===== config.mk =====
export PLATFORM = sky130hd
export DESIGN_NAME = encoder_sample_sequencer
export DESIGN_NICKNAME = d
export VERILOG_FILES = /design/src/rtl/encoder_sample_sequencer.sv
export SDC_FILE = /design/constraint.sdc
export NUM_CORES = 1
export LEC_CHECK = 0
export ABC_AREA = 1
export CAP_MARGIN = 30
export CORE_UTILIZATION = 46
export DETAILED_ROUTE_END_ITERATION = 10
export PLACE_DENSITY_LB_ADDON = 0.2
export SLEW_MARGIN = 30
export SYNTH_ARGS = -nofsm -noshare
export SYNTH_HDL_FRONTEND = slang
export SYNTH_SLANG_ARGS = --single-unit

===== constraint.sdc =====
create_clock -name clk -period 2.3 [get_ports clk]
set_clock_uncertainty 0.05 [all_clocks]
set_input_delay 0.46 -clock clk [delete_from_list [all_inputs] [get_ports clk]]
set_output_delay 0.46 -clock clk [all_outputs]
set_load 0.005 [all_outputs]

===== src/rtl/encoder_sample_sequencer.sv =====
// Sequences encoder snapshot captures: periodic/software trigger, done handshake,
// sample latching with step delta, timeout and overrun accounting.
module encoder_sample_sequencer #(
  parameter int unsigned TIMEOUT_CYCLES = 64,
  parameter int unsigned OVR_W          = 16
) (
  input  logic             clk,
  input  logic             rst_n,
  input  logic             enable,
  input  logic [31:0]      sample_period,
  input  logic             sw_trigger,
  input  logic             clear_err,
  output logic             enc_trigger,
  input  logic             enc_done,
  input  logic [31:0]      enc_steps,
  input  logic [31:0]      enc_position,
  output logic [31:0]      sample_steps,
  output logic [31:0]      sample_delta,
  output logic [31:0]      sample_position,
  output logic             sample_valid,
  output logic [31:0]      sample_count,
  output logic             busy,
  output logic             timeout_err,
  output logic [OVR_W-1:0] overrun_cnt
);

  localparam int unsigned WCNT_W = $clog2(TIMEOUT_CYCLES);
  localparam logic [WCNT_W-1:0] WAIT_LAST = WCNT_W'(TIMEOUT_CYCLES - 1);
  localparam logic [WCNT_W-1:0] WCNT_ONE  = WCNT_W'(1);
  localparam logic [OVR_W-1:0]  OVR_ONE   = OVR_W'(1);

  localparam logic [1:0] ST_IDLE = 2'd0;
  localparam logic [1:0] ST_TRIG = 2'd1;
  localparam logic [1:0] ST_WAIT = 2'd2;

  logic [1:0]        state_q, state_d;
  logic [31:0]       period_cnt_q, period_cnt_d;
  logic [WCNT_W-1:0] wait_cnt_q, wait_cnt_d;
  logic              first_sample_q, first_sample_d;
  logic              done_dly_q, done_dly_d;
  logic [31:0]       sample_steps_q, sample_steps_d;
  logic [31:0]       sample_delta_q, sample_delta_d;
  logic [31:0]       sample_position_q, sample_position_d;
  logic              sample_valid_q, sample_valid_d;
  logic [31:0]       sample_count_q, sample_count_d;
  logic              timeout_err_q, timeout_err_d;
  logic [OVR_W-1:0]  overrun_cnt_q, overrun_cnt_d;

  logic timer_on;
  logic tick;
  logic request;
  logic rise;
  logic in_flight;
  logic overrun_evt;
  logic timeout_evt;

  always_comb begin
    timer_on     = enable && (sample_period != '0);
    tick         = timer_on && (period_cnt_q == sample_period - 32'd1);
    period_cnt_d = '0;
    if (timer_on) begin
      period_cnt_d = tick ? '0 : period_cnt_q + 32'd1;
    end

    request    = tick | sw_trigger;
    rise       = enc_done & ~done_dly_q;
    done_dly_d = enc_done;
    in_flight  = (state_q == ST_TRIG) || (state_q == ST_WAIT);

    state_d           = state_q;
    wait_cnt_d        = wait_cnt_q;
    first_sample_d    = first_sample_q;
    sample_steps_d    = sample_steps_q;
    sample_delta_d    = sample_delta_q;
    sample_position_d = sample_position_q;
    sample_count_d    = sample_count_q;
    sample_valid_d    = 1'b0;
    timeout_evt       = 1'b0;

    case (state_q)
      ST_IDLE: begin
        if (request) begin
          state_d = ST_TRIG;
        end
      end
      ST_TRIG: begin
        wait_cnt_d = '0;
        state_d    = ST_WAIT;
      end
      ST_WAIT: begin
        // A done edge on the final wait cycle still completes the sample.
        if (rise) begin
          sample_steps_d    = enc_steps;
          sample_position_d = enc_position;
          sample_delta_d    = first_sample_q ? '0 : enc_steps - sample_steps_q;
          first_sample_d    = 1'b0;
          sample_count_d    = sample_count_q + 32'd1;
          sample_valid_d    = 1'b1;
          state_d           = ST_IDLE;
        end else if (wait_cnt_q == WAIT_LAST) begin
          timeout_evt = 1'b1;
          state_d     = ST_IDLE;
        end else begin
          wait_cnt_d = wait_cnt_q + WCNT_ONE;
        end
      end
      default: begin
        state_d = ST_IDLE;
      end
    endcase

    overrun_evt = request && in_flight;

    // Same-cycle events take priority over clear_err.
    if (clear_err) begin
      timeout_err_d = timeout_evt;
      overrun_cnt_d = overrun_evt ? OVR_ONE : '0;
    end else begin
      timeout_err_d = timeout_err_q | timeout_evt;
      overrun_cnt_d = overrun_cnt_q;
      if (overrun_evt && (overrun_cnt_q != '1)) begin
        overrun_cnt_d = overrun_cnt_q + OVR_ONE;
      end
    end
  end

  always_ff @(posedge clk) begin
    if (!rst_n) begin
      state_q           <= ST_IDLE;
      period_cnt_q      <= '0;
      wait_cnt_q        <= '0;
      first_sample_q    <= 1'b1;
      done_dly_q        <= 1'b0;
      sample_steps_q    <= '0;
      sample_delta_q    <= '0;
      sample_position_q <= '1;
      sample_valid_q    <= 1'b0;
      sample_count_q    <= '0;
      timeout_err_q     <= 1'b0;
      overrun_cnt_q     <= '0;
    end else begin
      state_q           <= state_d;
      period_cnt_q      <= period_cnt_d;
      wait_cnt_q        <= wait_cnt_d;
      first_sample_q    <= first_sample_d;
      done_dly_q        <= done_dly_d;
      sample_steps_q    <= sample_steps_d;
      sample_delta_q    <= sample_delta_d;
      sample_position_q <= sample_position_d;
      sample_valid_q    <= sample_valid_d;
      sample_count_q    <= sample_count_d;
      timeout_err_q     <= timeout_err_d;
      overrun_cnt_q     <= overrun_cnt_d;
    end
  end

  assign enc_trigger     = (state_q == ST_TRIG);
  assign busy            = (state_q == ST_TRIG) || (state_q == ST_WAIT);
  assign sample_steps    = sample_steps_q;
  assign sample_delta    = sample_delta_q;
  assign sample_position = sample_position_q;
  assign sample_valid    = sample_valid_q;
  assign sample_count    = sample_count_q;
  assign timeout_err     = timeout_err_q;
  assign overrun_cnt     = overrun_cnt_q;

endmodule


== After elaboration in Yosys (flattened, before gate mapping) ==
Cells that the tools add are included.

* Register bits after elaboration: 188
* Input bits: 102
* Output and inout port bits: 148
* Logic and storage cells: 63

* Add/subtract/negate cells: 6
* Equality and inequality tests: 9
* Mux-type cells: 16
* Bitwise gates (word level): 6
* Reduce and logical (&&, ||, !) cells: 14

{| class="wikitable"
|+ Operators by type and width
! operator !! count
|-
| adder 32 x 1 -> 32 bit, second input constant || 2
|-
| equality test 32 bit || 1
|-
| two-way mux 16 bit || 2
|-
| two-way mux 32 bit || 1
|-
| nonzero test 32 bit || 1
|-
| subtractor 32 x 1 -> 32 bit, second input constant || 1
|-
| subtractor 32 bit || 1
|-
| adder 16 x 1 -> 16 bit, second input constant || 1
|-
| != test 16 bit, second input constant || 1
|-
| two-way mux 6 bit || 2
|-
| one-hot mux 6 bit (2 select lines) || 1
|-
| adder 6 x 1 -> 6 bit, second input constant || 1
|-
| equality test 6 bit, second input constant || 1
|-
| two-way mux 1 bit || 6
|-
| two-way mux 2 bit || 3
|-
| != test 2 bit, second input constant || 3
|-
| one-hot mux 2 bit (3 select lines) || 1
|-
| AND reduction 2 bit || 3
|-
| logical AND 1 bit || 4
|-
| nonzero test 2 bit || 2
|-
| != test 3 x 2 -> 1 bit, second input constant || 1
|-
| NOT 1 bit || 3
|-
| AND reduction 3 bit || 1
|-
| OR reduction 3 bit || 1
|-
| other kinds (6) || 7
|}

== Longest topological paths before layout ==
Gate-level depths: netlist of the first run.

* Depth in word-level cells: 8
* Gate-level depth with buffers: 21
* Mapped depth without buffers: 20

== Least setup slack after synthesis of the first run ==
No wires, ideal clock.

* Path kind: input-to-reg
* Start: in sample_period[1]
* End: reg overrun_cnt_q[10] (netlist: overrun_cnt[10])
* Library setup time: 0.132 ns
* Arrival time: 2.135 ns
* Required time: 2.118 ns
* Setup slack: -0.017 ns
* Stages: 17
* Path buffers: 2
* Cell sequence: inv_1 -> ha_1 -> nand3_2 -> nor2_2 -> buf_4 -> nand2_1 -> xor2_1 -> nand2_1 -> nor2_1 -> nand2_1 -> nor2_2 -> nand3_2 -> nand2_4 -> nand3_4 -> buf_6 -> nand3_1 -> a21oi_1

* Word-level cells in the longest chain between the ends: 7
* Elaborated cells on any way between the ends: 9
* Classes of those cells: add/sub (1); eq/ne (1); bitwise (1); reduce/logical (6)

{| class="wikitable"
|+ Ends and longest elaborated chain
! item !! line !! source
|-
| start: declaration || 10 || <nowiki>input logic [31:0] sample_period,</nowiki>
|-
| subtractor 32 x 1 -> 32 bit or nonzero test 32 bit (tied branches) || 59, 58 ||
|-
| equality test 32 bit or logical AND 1 bit (tied branches) || 59, 58 ||
|-
| logical AND 1 bit * || 59 || <nowiki>tick = timer_on && (period_cnt_q == sample_period - 32'd1);</nowiki>
|-
| OR 1 bit * || 65 || <nowiki>request = tick | sw_trigger;</nowiki>
|-
| logical AND 1 bit * || 112 || <nowiki>overrun_evt = request && in_flight;</nowiki>
|-
| logical AND 1 bit * || 121 || <nowiki>if (overrun_evt && (overrun_cnt_q != '1)) begin</nowiki>
|-
| nonzero test 2 bit (no line) * || - ||
|-
| end signal: assignment || 153 || <nowiki>overrun_cnt_q <= overrun_cnt_d;</nowiki>
|-
| end: declaration || 47 || <nowiki>logic [OVR_W-1:0] overrun_cnt_q, overrun_cnt_d;</nowiki>
|}

Every way passes the cells marked *; elsewhere a longest branch is shown, timed or not.
A chain may end at the register's enable or synchronous reset.

== Worst setup path after layout of the first run ==
* Start: in sample_period[17]
* End: reg overrun_cnt_q[4] (netlist: overrun_cnt[4])

The elaborated chain is that of the path after synthesis.

==> metrics.cfg, run 1 <==
[run_status]
status=complete, no violations

[worst_setup_path]
crit_buf_inv=2
cp_data_arrival_time_ns=2.59
cp_slowest_stage_delay_ns=0.24
cp-end-kind=flop
cp_top_family=simple AND/OR/NAND/NOR gates
cpMostUsedCell=nor2_2
path_max_fanout=8
criticalPathCategory=in2reg
crit_chain=clkdlybuf4s15_1 > nor2_2 > buf_4 > nand2_2 > nand3b_1 > nor2_2 > nor2_1 > nor2_1 > nand3_1 > nor2_2 > nand3_2 > nand2_4 > nand3_4 > nand2_4 > nand2_2 > a21oi_2
worstPathRequired_ns=2.63
slowest_stage=clkdlybuf4s15_1
worst_setup_path_start_kind=primary input

[power]
power_density_nw_per_um2=494
vdd_drop_max_v=0.000460
leakage_nw=6.96

[floorplanning]
core-area_um2=23400
start_util_pct=46.7
row_count=56
io_pins=250
die_x_um=156
die-area_um2=24400
die_h_um=156

[detailed_routing]
finalWirelength_um=36500
firstDrtPassIters=6
drt_iter0_drc=577
route.detailed.drc=0
viasPerCell=5.19
wire_per_inst_um=15.0
via_count=12600
drtAntennaViolNets=0

[clock_tree]
path_clk_slew_ns=0.09
numCtsBuffers=17
hold_buffers=0
cts_tree=built
clockBufferDepth=2
h-tree-depth=4
cts_sinks=188
cts-root-buf=clkbuf_16
clock_latency_ns=0.44

[final_layout]
syn2layout_area_growth_pct=55.3
fin_nets=2238
antenna_cells=0
stdcell_area_um2=17000
fin_util_pct=72.6
drive_gt1_share_pct=25.3

[placement]
gp_congestion=0.956
post-place-ws_ns=-0.890
hpwlAfterDp_um=26200
placed_cell_area_um2=15100
port_buffers=249

[timing]
fin_ws_ns=0.0306
fmax_mhz=441
setup_violations=0
rsz0062_at_grt=yes
slew_headroom_pct=51.1
fin_crit_sh_pct=98.7
final_hold_viol_count=0
worst-slew-pin-transition_ns=0.734
drv_slew=0
whs_ns=0.329
min_period_ns=2.27

[global_route]
grt_pass1_vias=12100
grt_max_degree=76
grt_pass1_wl_um=56500
overflow=0
antenna_found_initial=0
track_usage_pct=28.6

[flow_run]
maxCapViolCount=0

[yosys]
ys_ff_latch=188
syn_nets=1793
synth.area.top_cells=dfxtp_1 34%, nand2_1 13%, nor2_1 6.9%, inv_1 6.4%, a21oi_1 6.4%
synth_top_area_share_pct=34.4
synth_area_um2=10900
synthCells=1651
synth-seq-area-share_pct=34.4
ys_warn_count=0
synthArstFlopShare_pct=0
ys.flop_type=dfxtp_1
postSynthAreaPerCell_um2=6.63
synth-edff-count=0
yosysTopAreaCell=dfxtp_1
synth_cell_types=49

[min_path]
hold_path.class=in2reg

final cells by class:
type | instances | area [um2]
multi-input combinational | 1227 | 7340
fill | 1912 | 6410
timing repair buffer | 470 | 4140
sequential | 188 | 3780
inverter | 192 | 731
clock buffer | 18 | 439
tap | 319 | 399
clock inverter | 14 | 164
where the power goes:
group / switching, W / internal [W]
registers: 0.0000515 / 0.00334
logic: 0.00102 / 0.000981
clock network: 0.00150 / 0.00150
total: 0.00257 / 0.00582
sequential cells by signal (all words and copies together) (netlist names):
register,cells
done_dly_q,1
sample_valid,1
overrun_cnt,16
sample_position,32
state_q,2
timeout_err,1
sample_delta,32
first_sample_q,1
period_cnt_q,32
sample_count,32
wait_cnt_q,6
sample_steps,32
cells by family after synthesis:
family                     Yosys count  synth area share [%]
AOI/OAI and AO/OA                  277                  13.7
xor gates and xnor gates            60                  4.80
adders and majority gates           40                  4.64
buffers and inverters              239                  8.35
DFF                                188                  34.4
and+or+nand+nor                    847                  34.1
per-stage QoR:
step | total power, W | instances | TNS [ns]
global placement | 0.00511 | 2362 | -52.47
detailed placement | 0.00513 | 2362 | -58.25
finish | 0.00839 | 2428 | 0
global route | 0.00874 | 2428 | -1.09
CTS | 0.00819 | 2407 | -0.000369
floorplan | 0.00424 | 1651 | 0
worst register-to-register path, cell delays in order, from the launching register on:
cell and delay, ns:
dfxtp_1 0.35, inv_1 0.10, ha_4 0.28, a21o_1 0.21
a21oi_1 0.16, nand2_1 0.11, buf_4 0.14, a31oi_1 0.21
o21bai_1 0.11, a21boi_0 0.15, o21ai_0 0.16, a21oi_1 0.18
Yosys cell counts, types with 4 or more instances:
library cell	number
nand4_1	24
a31oi_1	5
o21ai_1	6
nor3_1	46
nor2_2	8
nor4_1	11
ha_1	39
buf_2	4
clkbuf_1	38
xnor2_1	18
o21ai_0	87
nand3_1	128
nor3b_1	10
inv_2	5
a21oi_1	139
dfxtp_1	188
inv_1	186
nor2_1	202
or2_2	18
nand2_1	377
o21a_1	4
nand2_2	5
a21boi_0	17
xor2_1	42
a21o_1	8
cell usage in the layout (no fill, tap or decap), types with 35 or more instances in the layout:
master and instances:
nor2_2 35, clkdlybuf4s50_1 199, nand2_1 329, inv_1 167, nor2_1 160, nor3_1 40
nand2_2 42, nand3_1 115, o21ai_0 72, buf_4 212, a21oi_1 112, dfxtp_1 177
xor2_1 41
layer usage:
| layer | share of wire [%] | global-route usage (%) | wire [um] |
|---|---|---|---|
| met1 | 41 | 33.4 | 15100 |
| met2 | 49 | 50.4 | 17800 |
| met3 | 7.3 | 8.20 | 2640 |
| met4 | 2.6 | 8.54 | 932 |
| met5 | 0 | 0 | 0 |
worst paths after layout:
check	slack, ns	cells after the start	end	startpoint
max	0.03	16	overrun_cnt[4]$_SDFFE_PN0P_	sample_period[17]
min	0.33	3	done_dly_q$_SDFF_PN0_	enc_done
max reg2reg	0.03	11	sample_delta[16]$_SDFFE_PN0P_	sample_steps[9]$_SDFFE_PN0P_
min reg2reg	0.41	2	sample_delta[27]$_SDFFE_PN0P_	sample_delta[27]$_SDFFE_PN0P_
what timing repair did:
item	in CTS	in global routing
resized for setup	164	217
setup endpoints to repair	78	78
pin swaps	81	102
buffers inserted	9	22
gates cloned	4	0
Power figures use the tool's default switching activity.
==> run 2, diff against run 1 <==
- CAP_MARGIN: 30 -> unset
==> results of run 2 <==
The final DEF is identical to that of run 1; final timing and power are the same.
